--- src/rtl/alu_seq_ctrl.sv ---
// alu_seq_ctrl: round-robin arbiter and nibble sequencer for a shared
// 4-bit 74181-style ALU slice. A W-bit operation is run as NIB passes,
// LSB nibble first, with the active-low carry rippled through a register.
module alu_seq_ctrl #(
    parameter  int W   = 16,
    localparam int NIB = W / 4
) (
    input  logic         clk,
    input  logic         rst,
    input  logic [1:0]   req_valid,
    output logic [1:0]   req_ready,
    input  logic [W-1:0] req_a0,
    input  logic [W-1:0] req_b0,
    input  logic [W-1:0] req_a1,
    input  logic [W-1:0] req_b1,
    input  logic [3:0]   req_s0,
    input  logic [3:0]   req_s1,
    input  logic         req_m0,
    input  logic         req_m1,
    input  logic         req_cin_n0,
    input  logic         req_cin_n1,
    output logic [3:0]   alu_a,
    output logic [3:0]   alu_b,
    output logic [3:0]   alu_s,
    output logic         alu_m,
    output logic         alu_cn_n,
    input  logic [3:0]   alu_f,
    input  logic         alu_cn4_n,
    output logic         rsp_valid,
    input  logic         rsp_ready,
    output logic         rsp_id,
    output logic [W-1:0] rsp_f,
    output logic         rsp_cout_n,
    output logic         rsp_eq
);

    localparam int CW = (NIB > 1) ? $clog2(NIB) : 1;

    localparam logic [1:0] S_IDLE = 2'd0;
    localparam logic [1:0] S_RUN  = 2'd1;
    localparam logic [1:0] S_DONE = 2'd2;

    logic [1:0]    r_state;
    logic [CW-1:0] r_cnt;
    logic          r_last;
    logic [W-1:0]  r_a;
    logic [W-1:0]  r_b;
    logic [3:0]    r_s;
    logic          r_m;
    logic          r_cin_n;
    logic          r_carry_n;
    logic [W-1:0]  r_res;
    logic          r_id;
    logic          r_cout_n;

    logic w_grant;
    logic w_gnt_id;
    logic w_last_nib;

    // Grant only in IDLE; on contention the requester not served last wins.
    // rst masks the grant so nothing is offered during a reset cycle.
    always_comb begin
        w_gnt_id   = (&req_valid) ? ~r_last : req_valid[1];
        w_grant    = (r_state == S_IDLE) && (|req_valid) && !rst;
        req_ready  = 2'b00;
        if (w_grant)
            req_ready = w_gnt_id ? 2'b10 : 2'b01;
        w_last_nib = (r_cnt == CW'(NIB - 1));
    end

    // Slice drive: current nibble of the captured operands during RUN, zero otherwise.
    always_comb begin
        alu_a    = 4'b0;
        alu_b    = 4'b0;
        alu_s    = 4'b0;
        alu_m    = 1'b0;
        alu_cn_n = 1'b0;
        if (r_state == S_RUN) begin
            alu_a    = r_a[4*r_cnt +: 4];
            alu_b    = r_b[4*r_cnt +: 4];
            alu_s    = r_s;
            alu_m    = r_m;
            alu_cn_n = (r_cnt == '0) ? r_cin_n : r_carry_n;
        end
    end

    // Sequencer state: capture on grant, one nibble per RUN cycle, hold in DONE.
    always_ff @(posedge clk) begin
        if (rst) begin
            r_state   <= S_IDLE;
            r_cnt     <= '0;
            r_last    <= 1'b1;
            r_carry_n <= 1'b1;
            r_res     <= '0;
            r_id      <= 1'b0;
            r_cout_n  <= 1'b1;
            r_a       <= '0;
            r_b       <= '0;
            r_s       <= 4'b0;
            r_m       <= 1'b0;
            r_cin_n   <= 1'b1;
        end else begin
            case (r_state)
                S_IDLE: begin
                    if (w_grant) begin
                        r_a     <= w_gnt_id ? req_a1     : req_a0;
                        r_b     <= w_gnt_id ? req_b1     : req_b0;
                        r_s     <= w_gnt_id ? req_s1     : req_s0;
                        r_m     <= w_gnt_id ? req_m1     : req_m0;
                        r_cin_n <= w_gnt_id ? req_cin_n1 : req_cin_n0;
                        r_id    <= w_gnt_id;
                        r_last  <= w_gnt_id;
                        r_cnt   <= '0;
                        r_state <= S_RUN;
                    end
                end
                S_RUN: begin
                    // Carry is rippled even in logic mode; the slice ignores it there.
                    r_res[4*r_cnt +: 4] <= alu_f;
                    r_carry_n           <= alu_cn4_n;
                    if (w_last_nib) begin
                        r_cout_n <= alu_cn4_n;
                        r_cnt    <= '0;
                        r_state  <= S_DONE;
                    end else begin
                        r_cnt <= r_cnt + 1'b1;
                    end
                end
                S_DONE: begin
                    if (rsp_ready)
                        r_state <= S_IDLE;
                end
                default: r_state <= S_IDLE;
            endcase
        end
    end

    // Response fields come straight from registers, so they hold while stalled.
    always_comb begin
        rsp_valid  = (r_state == S_DONE);
        rsp_id     = r_id;
        rsp_f      = r_res;
        rsp_cout_n = r_cout_n;
        rsp_eq     = &r_res;
    end

endmodule
--- config.mk ---
export PLATFORM = sky130hd
export DESIGN_NAME = alu_seq_ctrl
export DESIGN_NICKNAME = d
export VERILOG_FILES = /design/src/rtl/alu_seq_ctrl.sv
export SDC_FILE = /design/constraint.sdc
export NUM_CORES = 1
export LEC_CHECK = 0
export CORE_MARGIN = 2
export CORE_UTILIZATION = 47
export DETAILED_ROUTE_END_ITERATION = 16
export PLACE_DENSITY = 0.93
export SYNTH_ARGS = -nofsm -noshare
export SYNTH_HDL_FRONTEND = slang
export SYNTH_SLANG_ARGS = --single-unit
--- constraint.sdc ---
create_clock -name clk -period 5.49 [get_ports clk]
set_clock_uncertainty 0.05 [all_clocks]
set_input_delay 1.098 -clock clk [delete_from_list [all_inputs] [get_ports clk]]
set_output_delay 1.098 -clock clk [all_outputs]
set_load 0.05 [all_outputs]
==> impl_metrics.json, run 1 <==
{
  "run_status": "completed",
  "die_w_um": 83.8,
  "worst_ir_drop_on_vdd_mv": 0.158,
  "rsz_0062_raised_after_global_routing": "false",
  "timing.max_cap.violations": 0,
  "whs_endpoint": "rsp_cout_n$_SDFFE_PP1P_",
  "synth-xor-area-share_pct": 0,
  "antenna_violations_before_repair": 0,
  "mappedNetlistArea_um2": 2990,
  "crit_path_max_fanout": 18,
  "timing.reg2reg.setup_slack_ps": 2880,
  "port_buffers": 121,
  "clk_pin_slew_ps": 60,
  "cts-root-buf": "sky130_fd_sc_hd__clkbuf_8",
  "largest_family_of_logic_cells_by_synthesized_area": "simple AND/OR/NAND/NOR gates",
  "initial_utilization_pct": 47.9,
  "ys_async_sr_fraction_pct": 0,
  "max_freq_mhz": 251,
  "p_clk_share_pct": 38.1,
  "ctsLongestPathBuffers": 2,
  "post_synth_and_or_nand_nor_area_fraction_pct": 24.2,
  "synthesis.yosys.warnings": 0,
  "die_span_in_y_um": 83.8,
  "pwr-share-seq_pct": 41.8,
  "grt_first_pass_wirelength_mm": 13.5,
  "fin_crit_sh_pct": 72.7,
  "clk_latency_ps": 330,
  "synth-adder-area-share_pct": 2.51,
  "total_switching_power_mw": 0.310,
  "hold_depth": 1,
  "ys_seq_elements": 62,
  "finalWorstPathRequiredPeriod_ps": 3990,
  "worst_setup_path_start_kind": "flip-flop",
  "critical_path.reg2reg.endpoint": "rsp_f[10]$_SDFFE_PP0P_",
  "design.portCount": 122,
  "synth.lib_cells_used.distinct": 40,
  "dpl.hpwl_mm": 5.84,
  "dr_total_vias": 2885,
  "power-per-cell-area_nw_per_um2": 275,
  "final_critical_path_setup_slack_ps": 1500,
  "cts-htree-levels": 3,
  "layout.cells.most_common": "sky130_fd_sc_hd__clkdlybuf4s50_1",
  "num_antenna_cells": 0,
  "timing.max_slew.rel_slack_pct": 33.0,
  "worstReg2RegStart": "r_cnt[0]$_SDFFE_PP0P_",
  "synthesis.nets": 390,
  "grt_overflow_total": 0,
  "groute.usage.overall_pct": 23.9,
  "share_comb_of_total_power_pct": 20.1,
  "setup_tns_ps": 0,
  "design.die.area_um2": 7010,
  "leakage_nw": 1.69,
  "routabilityCongestion": 0.795,
  "detailedRoute.firstIterationViolations": 158,
  "grt_max_degree": 48,
  "worstSetupEndpointType": "output port",
  "coreArea_um2": 6240,
  "worstMarginPinSlew_ps": 1010,
  "synthFlopType": "sky130_fd_sc_hd__dfxtp_1",
  "synth_compound_area_share_pct": 19.0,
  "power.internal_mw": 0.900,
  "post_cts.resized_instances": 0,
  "avgViaCountPerCell": 5.92,
  "drtPass1Iterations": 4,
  "hold_path_startpoint": "rsp_cout_n$_SDFFE_PP1P_",
  "rr_worst_depth": 5,
  "proportion_of_synthesized_chip_area_in_sequential_cells_pct": 41.5,
  "grt_pass1_vias": 2806,
  "cts.sink_count": 62,
  "switching_share_pct": 25.6,
  "layout-area-overhead-vs-synth_pct": 47.4,
  "layout.nets": 497,
  "synth_cells": 298,
  "edff_count_synth": 0,
  "cts_setup_buffers": 0,
  "fill_cell_instance_count_of_the_final_layout": 441,
  "critPathRequiredTime_ps": 4340,
  "rows": 29,
  "post_route_drc": 0,
  "syn-mean-instance-area_um2": 10.0,
  "critPathArrivalTime_ps": 2840,
  "detail-route-antenna-nets": 0,
  "tritoncts.num_buffers": 9,
  "cts_hold_buf": 0,
  "tritoncts_clock_tree": "built",
  "number_of_pins_with_negative_max_slew_slack_in_the_final_report": 0,
  "routedWlPerCell_um": 17.3,
  "synth.area.mux_share_pct": 6.36,
  "wl_mm": 8.42,
  "worst_setup_path_class": "flip-flop to output port",
  "pre_cts_ws_ps": 1620,
  "top_library_cells_by_usage_in_the_layout_fill_and_taps_aside": "119 x sky130_fd_sc_hd__clkdlybuf4s50_1, 62 x sky130_fd_sc_hd__dfxtp_1, 31 x sky130_fd_sc_hd__and3_1",
  "final-hold-violation-count": 0,
  "crit_path_from": "r_cnt[0]$_SDFFE_PP0P_",
  "timing.hold.worst.class": "flip-flop to flip-flop",
  "final-setup-viol-count": 0,
  "drive_gt1_share_pct": 9.51
}
-- power by group through the flow --
| stage | Combinational (mW) | Clock (mW) | Sequential [mW] |
|---|---|---|---|
| floorplan | 0.142 | 0 | 0.513 |
| global placement | 0.236 | 0 | 0.514 |
| detailed placement | 0.240 | 0 | 0.515 |
| CTS | 0.243 | 0.465 | 0.506 |
| global route | 0.259 | 0.485 | 0.510 |
| finish | 0.244 | 0.461 | 0.506 |
-- cells in the mapped netlist (8+ instances only) --
cell type                  count  area, um2
sky130_fd_sc_hd__a221o_1      30        300
sky130_fd_sc_hd__clkbuf_1     12       45.0
sky130_fd_sc_hd__nand3_1       8       40.0
sky130_fd_sc_hd__and3_1       31        194
sky130_fd_sc_hd__o21ai_0       8       40.0
sky130_fd_sc_hd__nand2_1      13       48.8
sky130_fd_sc_hd__dfxtp_1      62       1240
sky130_fd_sc_hd__nand4_1      20        125
sky130_fd_sc_hd__a21oi_1      15       75.1
sky130_fd_sc_hd__and2_1       14       87.6
sky130_fd_sc_hd__mux4_2        8        180
-- worst max path at each step --
stage               slack [ps]           end  depth (start not counted)
global route              1300      alu_cn_n                          5
CTS                       1460      alu_cn_n                          5
detailed placement        1620  req_ready[1]                          6
global placement          1680  req_ready[1]                          6
finish                    1500      alu_cn_n                          5
floorplan                 1990        rsp_eq                          2
-- metrics by stage --
stage                     util [%]  area, um2  instances  hold slack [ps]  power [mW]
after global routing          70.6       4410        487              444        1.25
after global placement        66.9       4170        471              401       0.750
after CTS                     70.6       4410        487              422        1.21
after detailed placement      66.9       4170        471              405       0.756
final                         70.6       4410        487              421        1.21
after floorplan                  -       2990        298              390       0.655
-- area by class of cell --
type,instances,area (um2),area share [%]
multi-input cells,205,1570,35.5
repair buffers,125,1260,28.6
flip-flops and latches,62,1240,28.2
clock buffers,13,169,3.83
well taps,77,96.3,2.19
clock inverters,3,65.1,1.48
inverters,2,7.51,0.170
-- worst max-delay path, cell delays in order, from the launching register on --
cell and delay [ps]:
sky130_fd_sc_hd__dfxtp_1 900, sky130_fd_sc_hd__inv_1 210, sky130_fd_sc_hd__ha_1 320, sky130_fd_sc_hd__mux2i_1 130, sky130_fd_sc_hd__nor2_1 110, sky130_fd_sc_hd__clkdlybuf4s50_1 830
-- cells by family (layout without fill, tap and decap cells) --
kind of cell    count (synthesis)  after routing
simple gates                  117            117
flops                          62             62
mux                             9              9
compound gates                 73             73
fa+ha+maj                       6              6
buf+inv                        31            143
-- per-layer routing --
layer	global-route usage, %	part of all wire, %
met3	6.73	7.3
met5	0	0
met4	9.24	1.8
met1	31.5	44
met2	37.2	47
-- sequential cells by signal, indices dropped and copies added, names as in the netlist, 2 cells and up --
signal   cells
r_b         16
r_a         16
r_cnt        2
r_s          4
r_state      2
rsp_f       16
Power figures use the tool's default switching activity.
==> run 2, diff against run 1 <==
Settings changed: CORE_UTILIZATION 47 to 43, PLACE_DENSITY 0.93 to 0.87.
Clock period 5.49 ns to 3.7 ns, I/O delays scaled along.
==> run 2 against run 1 <==
- final cell count is 0.82% higher
- via count is 1.4% lower
- largest cell class unchanged
- global-route usage shrank 1.6 points
==> impl_metrics.json, run 2 (synthesis results as in run 1) <==
{
  "timing.max_slew.rel_slack_pct": 58.1,
  "wl_mm": 8.42,
  "coreArea_um2": 6760,
  "total_switching_power_mw": 0.453,
  "finish.utilization_pct": 64.8,
  "max_freq_mhz": 303,
  "initial_utilization_pct": 44.2,
  "cts-htree-levels": 3,
  "worstReg2RegStart": "r_cnt[0]$_SDFFE_PP0P_",
  "number_of_pins_with_negative_max_slew_slack_in_the_final_report": 0,
  "timing.hold.worst.class": "flip-flop to flip-flop",
  "timing.critical_path.max_delay_family": "flip-flops",
  "critical_path_cell_count": 3,
  "crit_path_from": "r_cnt[0]$_SDFFE_PP0P_",
  "tritoncts.num_buffers": 9,
  "critPathArrivalTime_ps": 2510,
  "top_library_cells_by_usage_in_the_layout_fill_and_taps_aside": "118 x sky130_fd_sc_hd__clkdlybuf4s50_1, 62 x sky130_fd_sc_hd__dfxtp_1, 31 x sky130_fd_sc_hd__and3_1",
  "leakage_nw": 1.69,
  "crit_chain": "mux4_2 > and2_1 > clkdlybuf4s50_1",
  "design.die.area_um2": 7630,
  "die_w_um": 87.4,
  "detailedRoute.firstIterationViolations": 142,
  "timing.max_cap.violations": 0,
  "grt_overflow_total": 0,
  "cp_num_buf_inv": 1,
  "cts-root-buf": "sky130_fd_sc_hd__clkbuf_8",
  "setup_tns_ps": 0,
  "grt_max_degree": 48,
  "power-per-cell-area_nw_per_um2": 383,
  "critPathRequiredTime_ps": 2910,
  "pwr-share-seq_pct": 44.7,
  "worst_setup_path_start_kind": "flip-flop",
  "groute.usage.overall_pct": 22.2,
  "num_antenna_cells": 0,
  "tritoncts_clock_tree": "built",
  "detail-route-antenna-nets": 0,
  "layout-area-overhead-vs-synth_pct": 46.5,
  "p_clk_share_pct": 33.6,
  "final-setup-viol-count": 0,
  "post_route_drc": 0,
  "die_span_in_y_um": 87.4,
  "finalWorstPathRequiredPeriod_ps": 3300,
  "worst_setup_path_class": "flip-flop to output port",
  "routedWlPerCell_um": 17.1,
  "switching_share_pct": 27.0,
  "rsz_0062_raised_after_global_routing": "false",
  "dpl.hpwl_mm": 5.95,
  "rows": 30,
  "worstSetupEndpointType": "output port",
  "cts.sink_count": 62,
  "routabilityCongestion": 0.772,
  "clk_pin_slew_ps": 70,
  "critPathSlowestCell": "sky130_fd_sc_hd__dfxtp_1",
  "rr_worst_depth": 6,
  "critical_path.reg2reg.endpoint": "rsp_f[10]$_SDFFE_PP0P_",
  "drive_gt1_share_pct": 10.5,
  "grt_first_pass_wirelength_mm": 13.3,
  "cts_setup_buffers": 0,
  "layout.nets": 499,
  "antenna_violations_before_repair": 0,
  "worstMarginPinSlew_ps": 627,
  "design.portCount": 122,
  "port_buffers": 121,
  "fin_crit_sh_pct": 89.1,
  "dr_total_vias": 2846,
  "share_comb_of_total_power_pct": 21.7,
  "run_status": "completed",
  "cts_hold_buf": 0,
  "clk_latency_ps": 320,
  "max_stage_delay_ps": 720,
  "layout.cells.most_common": "sky130_fd_sc_hd__clkdlybuf4s50_1",
  "final-hold-violation-count": 0,
  "grt_pass1_vias": 2728,
  "fill_cell_instance_count_of_the_final_layout": 542,
  "ctsLongestPathBuffers": 2,
  "avgViaCountPerCell": 5.80,
  "crit_path_max_fanout": 9,
  "timing.reg2reg.setup_slack_ps": 1170,
  "power.internal_mw": 1.22,
  "drtPass1Iterations": 4,
  "worst_ir_drop_on_vdd_mv": 0.183,
  "timing.critical_path.to": "alu_a[3]"
}
## run 2: worst min-delay path by stage
stage / cells past startpoint / start / slack [ps] / endpoint
floorplan: 2 / r_carry_n$_SDFFE_PP1P_ / 390 / r_carry_n$_SDFFE_PP1P_
global placement: 1 / rsp_cout_n$_SDFFE_PP1P_ / 400 / rsp_cout_n$_SDFFE_PP1P_
detailed placement: 2 / rsp_f[14]$_SDFFE_PP0P_ / 420 / rsp_f[14]$_SDFFE_PP0P_
CTS: 2 / rsp_f[14]$_SDFFE_PP0P_ / 430 / rsp_f[14]$_SDFFE_PP0P_
global route: 2 / rsp_f[13]$_SDFFE_PP0P_ / 450 / rsp_f[13]$_SDFFE_PP0P_
finish: 2 / rsp_f[14]$_SDFFE_PP0P_ / 420 / rsp_f[14]$_SDFFE_PP0P_
## run 2: final cells by class
type | count | area, um2 | area share (%)
flip-flops and latches | 62 | 1240 | 28.4
multi-input cells | 205 | 1570 | 35.8
clock buffers | 10 | 138 | 3.14
repair buffers | 127 | 1270 | 29.1
well taps | 80 | 100 | 2.29
inverters | 2 | 7.51 | 0.171
clock inverters | 5 | 50.0 | 1.14
## run 2: power groups by stage
stage               combinational [mW]  clock (mW)  sequential, mW
floorplan                        0.211           0           0.761
global placement                 0.358           0           0.760
detailed placement               0.362           0           0.763
CTS                              0.364       0.573           0.748
global route                     0.391       0.610           0.754
finish                           0.364       0.564           0.749
## run 2: per-stage QoR
step	worst slack, ps	area, um2	cells	total power [mW]	hold slack (ps)
2_1_floorplan	562	2990	298	0.971	390
3_3_place_gp	591	4190	476	1.12	398
3_5_place_dp	510	4190	476	1.12	417
4_1_cts	150	4380	491	1.69	426
5_1_grt	290	4380	491	1.76	449
6_report	404	4380	491	1.68	422
## run 2: per-layer routing
metal,share of wire (%),wire length [um],track usage [%]
met5,0,0,0
met4,2.0,165,8.53
met3,6.7,565,4.64
met2,47,3980,35.1
met1,44,3710,29.9
## run 2: worst reg2reg max path: stages, from the launching register on
cell	delay [ps]
sky130_fd_sc_hd__dfxtp_1	720
sky130_fd_sc_hd__buf_4	290
sky130_fd_sc_hd__inv_1	90
sky130_fd_sc_hd__ha_1	360
sky130_fd_sc_hd__or3b_1	370
sky130_fd_sc_hd__nor4_2	390
sky130_fd_sc_hd__a22o_1	210
## run 2: repair_timing
item,in CTS,in global routing
endpoints found under the hold margin,0,0
endpoints found under the setup margin,0,2
resized for setup,0,1
==> run 3, diff against run 2 <==
Settings changed: CORE_UTILIZATION 43 to 47, PLACE_DENSITY 0.87 to 0.93.
Clock period 3.7 ns to 3.8 ns, I/O delays scaled along.
==> run 3 against run 2 <==
- count of clock-buffer cells in the layout increased by 1
- hold slack improved by 2.8 ps
- power decreased by 5.0%
- critical path depth unchanged
- clock power decreased by 11%
- sequential share of layout area increased by 0.14 points
- sequential power decreased by 3.3%
- via count increased by 1.5%
- wire length increased by 3.9%
- global-route usage increased by 2.7 points
==> impl_metrics.json, run 3 (synthesis results as in run 1) <==
{
  "rsz_0062_raised_after_global_routing": "false",
  "worst_setup_path_start_kind": "flip-flop",
  "cts.sink_count": 62,
  "crit_path_max_fanout": 31,
  "drtPass1Iterations": 7,
  "clk_pin_slew_ps": 60,
  "pwr-share-seq_pct": 45.5,
  "dr.max_layer_used": "met4",
  "max_freq_mhz": 280,
  "detail_route.wirelength.met1_mm": 3.88,
  "worst_setup_path_class": "flip-flop to output port",
  "timing.hold.worst.class": "flip-flop to flip-flop",
  "detailed_routed_wire_length_on_met3_um": 525,
  "instances_no_fill": 487,
  "number_of_pins_with_negative_max_slew_slack_in_the_final_report": 0,
  "run_status": "completed",
  "timing.reg2reg.setup_slack_ps": 1740,
  "ctsLongestPathBuffers": 2,
  "finalWorstPathRequiredPeriod_ps": 3570,
  "worst_ir_drop_on_vdd_mv": 0.237,
  "port_buffers": 121,
  "power.internal_mw": 1.14,
  "cts_hold_buf": 0,
  "design.die.area_um2": 7010,
  "critical_path_cell_count": 3,
  "die_span_in_y_um": 83.8,
  "layout.cells.most_common": "sky130_fd_sc_hd__clkdlybuf4s50_1",
  "worst_hold_slack_after_final_layout_ps": 425,
  "leakage_nw": 1.68,
  "detailedRoute.firstIterationViolations": 177,
  "grt_overflow_total": 0,
  "routed-wl-met2_mm": 4.16,
  "post_route_drc": 0,
  "cp_num_buf_inv": 1,
  "fill_cell_instance_count_of_the_final_layout": 451,
  "timing.critical_path.max_delay_family": "simple AND/OR/NAND/NOR gates",
  "num_antenna_cells": 0,
  "share_comb_of_total_power_pct": 22.9,
  "crit_path_from": "r_state[0]$_SDFFE_PP0P_",
  "timing.max_cap.violations": 0,
  "switching_share_pct": 28.4,
  "dr_total_vias": 2888,
  "final-hold-violation-count": 0,
  "cts_setup_buffers": 0,
  "hold_depth": 1,
  "crit_chain": "and2b_1 > and2_1 > clkdlybuf4s50_1",
  "initial_utilization_pct": 47.9,
  "critPathSlowestCell": "sky130_fd_sc_hd__and2b_1",
  "avgViaCountPerCell": 5.93,
  "total_switching_power_mw": 0.453,
  "fin_crit_sh_pct": 94.1,
  "routedWlPerCell_um": 18.0,
  "final_design_area_no_fill_um2": 4360,
  "max_stage_delay_ps": 850,
  "grt_first_pass_wirelength_mm": 14.0,
  "setup_tns_ps": 0,
  "rr_worst_depth": 5,
  "cts-htree-levels": 3,
  "worstMarginPinSlew_ps": 1000,
  "critPathArrivalTime_ps": 2760,
  "groute.usage.overall_pct": 24.9,
  "final-setup-viol-count": 0,
  "power-per-cell-area_nw_per_um2": 366,
  "antenna_violations_before_repair": 0,
  "placed_cell_area_um2": 4200,
  "grt_max_degree": 48,
  "critical_path.reg2reg.endpoint": "rsp_f[10]$_SDFFE_PP0P_",
  "top_library_cells_by_usage_in_the_layout_fill_and_taps_aside": "119 x sky130_fd_sc_hd__clkdlybuf4s50_1, 62 x sky130_fd_sc_hd__dfxtp_1, 31 x sky130_fd_sc_hd__and3_1",
  "post_cts.resized_instances": 0,
  "grt_pass1_vias": 2862,
  "die_w_um": 83.8,
  "clk_latency_ps": 340,
  "coreArea_um2": 6240,
  "critPathRequiredTime_ps": 2990,
  "design.portCount": 122,
  "layout-area-overhead-vs-synth_pct": 45.8,
  "routabilityCongestion": 0.828,
  "worstSetupEndpointType": "output port",
  "layout.nets": 500,
  "detail-route-antenna-nets": 0,
  "drive_gt1_share_pct": 9.76,
  "timing.critical_path.to": "alu_a[1]",
  "tritoncts_clock_tree": "built",
  "numPlacedInstances": 474,
  "cts-root-buf": "sky130_fd_sc_hd__clkbuf_8",
  "rows": 29,
  "wl_mm": 8.75,
  "worstReg2RegStart": "r_cnt[1]$_SDFFE_PP0P_",
  "dpl.hpwl_mm": 6.01,
  "p_clk_share_pct": 31.6,
  "timing.max_slew.rel_slack_pct": 33.2,
  "tritoncts.num_buffers": 9
}
## run 3: changes by cell type in the layout (fill, tap and decap cells not counted)
cell	before	now
sky130_fd_sc_hd__clkbuf_8	10	11
sky130_fd_sc_hd__and2b_2	1	0
sky130_fd_sc_hd__clkinv_2	4	2
sky130_fd_sc_hd__and2b_1	0	1
sky130_fd_sc_hd__clkdlybuf4s50_1	118	119
sky130_fd_sc_hd__bufinv_16	1	0
## run 3: worst min-delay path by stage
stage | start | to | slack (ps)
floorplan | r_carry_n$_SDFFE_PP1P_ | r_carry_n$_SDFFE_PP1P_ | 390
global placement | r_carry_n$_SDFFE_PP1P_ | r_carry_n$_SDFFE_PP1P_ | 410
detailed placement | rsp_cout_n$_SDFFE_PP1P_ | rsp_cout_n$_SDFFE_PP1P_ | 400
CTS | rsp_cout_n$_SDFFE_PP1P_ | rsp_cout_n$_SDFFE_PP1P_ | 430
global route | r_a[7]$_SDFFE_PP0P_ | r_a[7]$_SDFFE_PP0P_ | 450
finish | rsp_cout_n$_SDFFE_PP1P_ | rsp_cout_n$_SDFFE_PP1P_ | 430
## run 3: metrics by stage
step           util [%]  power, mW  setup WS, ps
2_1_floorplan         -      0.946           642
3_3_place_gp       67.2       1.09           692
3_5_place_dp       67.2       1.10           625
4_1_cts            69.8       1.59           257
5_1_grt            69.8       1.65           165
6_report           69.8       1.59           225
## run 3: area by class of cell
type / count / area [um2] / share of cell area, %
Tap cell: 77 / 96.3 / 2.21
Sequential cell: 62 / 1240 / 28.5
Inverter: 2 / 7.51 / 0.172
Clock buffer: 11 / 151 / 3.48
Timing Repair Buffer: 128 / 1280 / 29.5
Clock inverter: 2 / 10.0 / 0.230
Multi-Input combinational cell: 205 / 1570 / 36.0
## run 3: power by group through the flow
stage | clock, mW | combinational, mW | sequential (mW)
3_5_place_dp | 0 | 0.361 | 0.737
2_1_floorplan | 0 | 0.205 | 0.741
5_1_grt | 0.530 | 0.388 | 0.728
3_3_place_gp | 0 | 0.354 | 0.734
4_1_cts | 0.502 | 0.365 | 0.724
6_report | 0.503 | 0.365 | 0.724
## run 3: per-layer routing
metal  global-route usage [%]  vias up
met4                     11.1        0
met5                        0        -
met2                     41.2      124
met3                     3.96       18
met1                     32.1     1373
li1                         -     1373
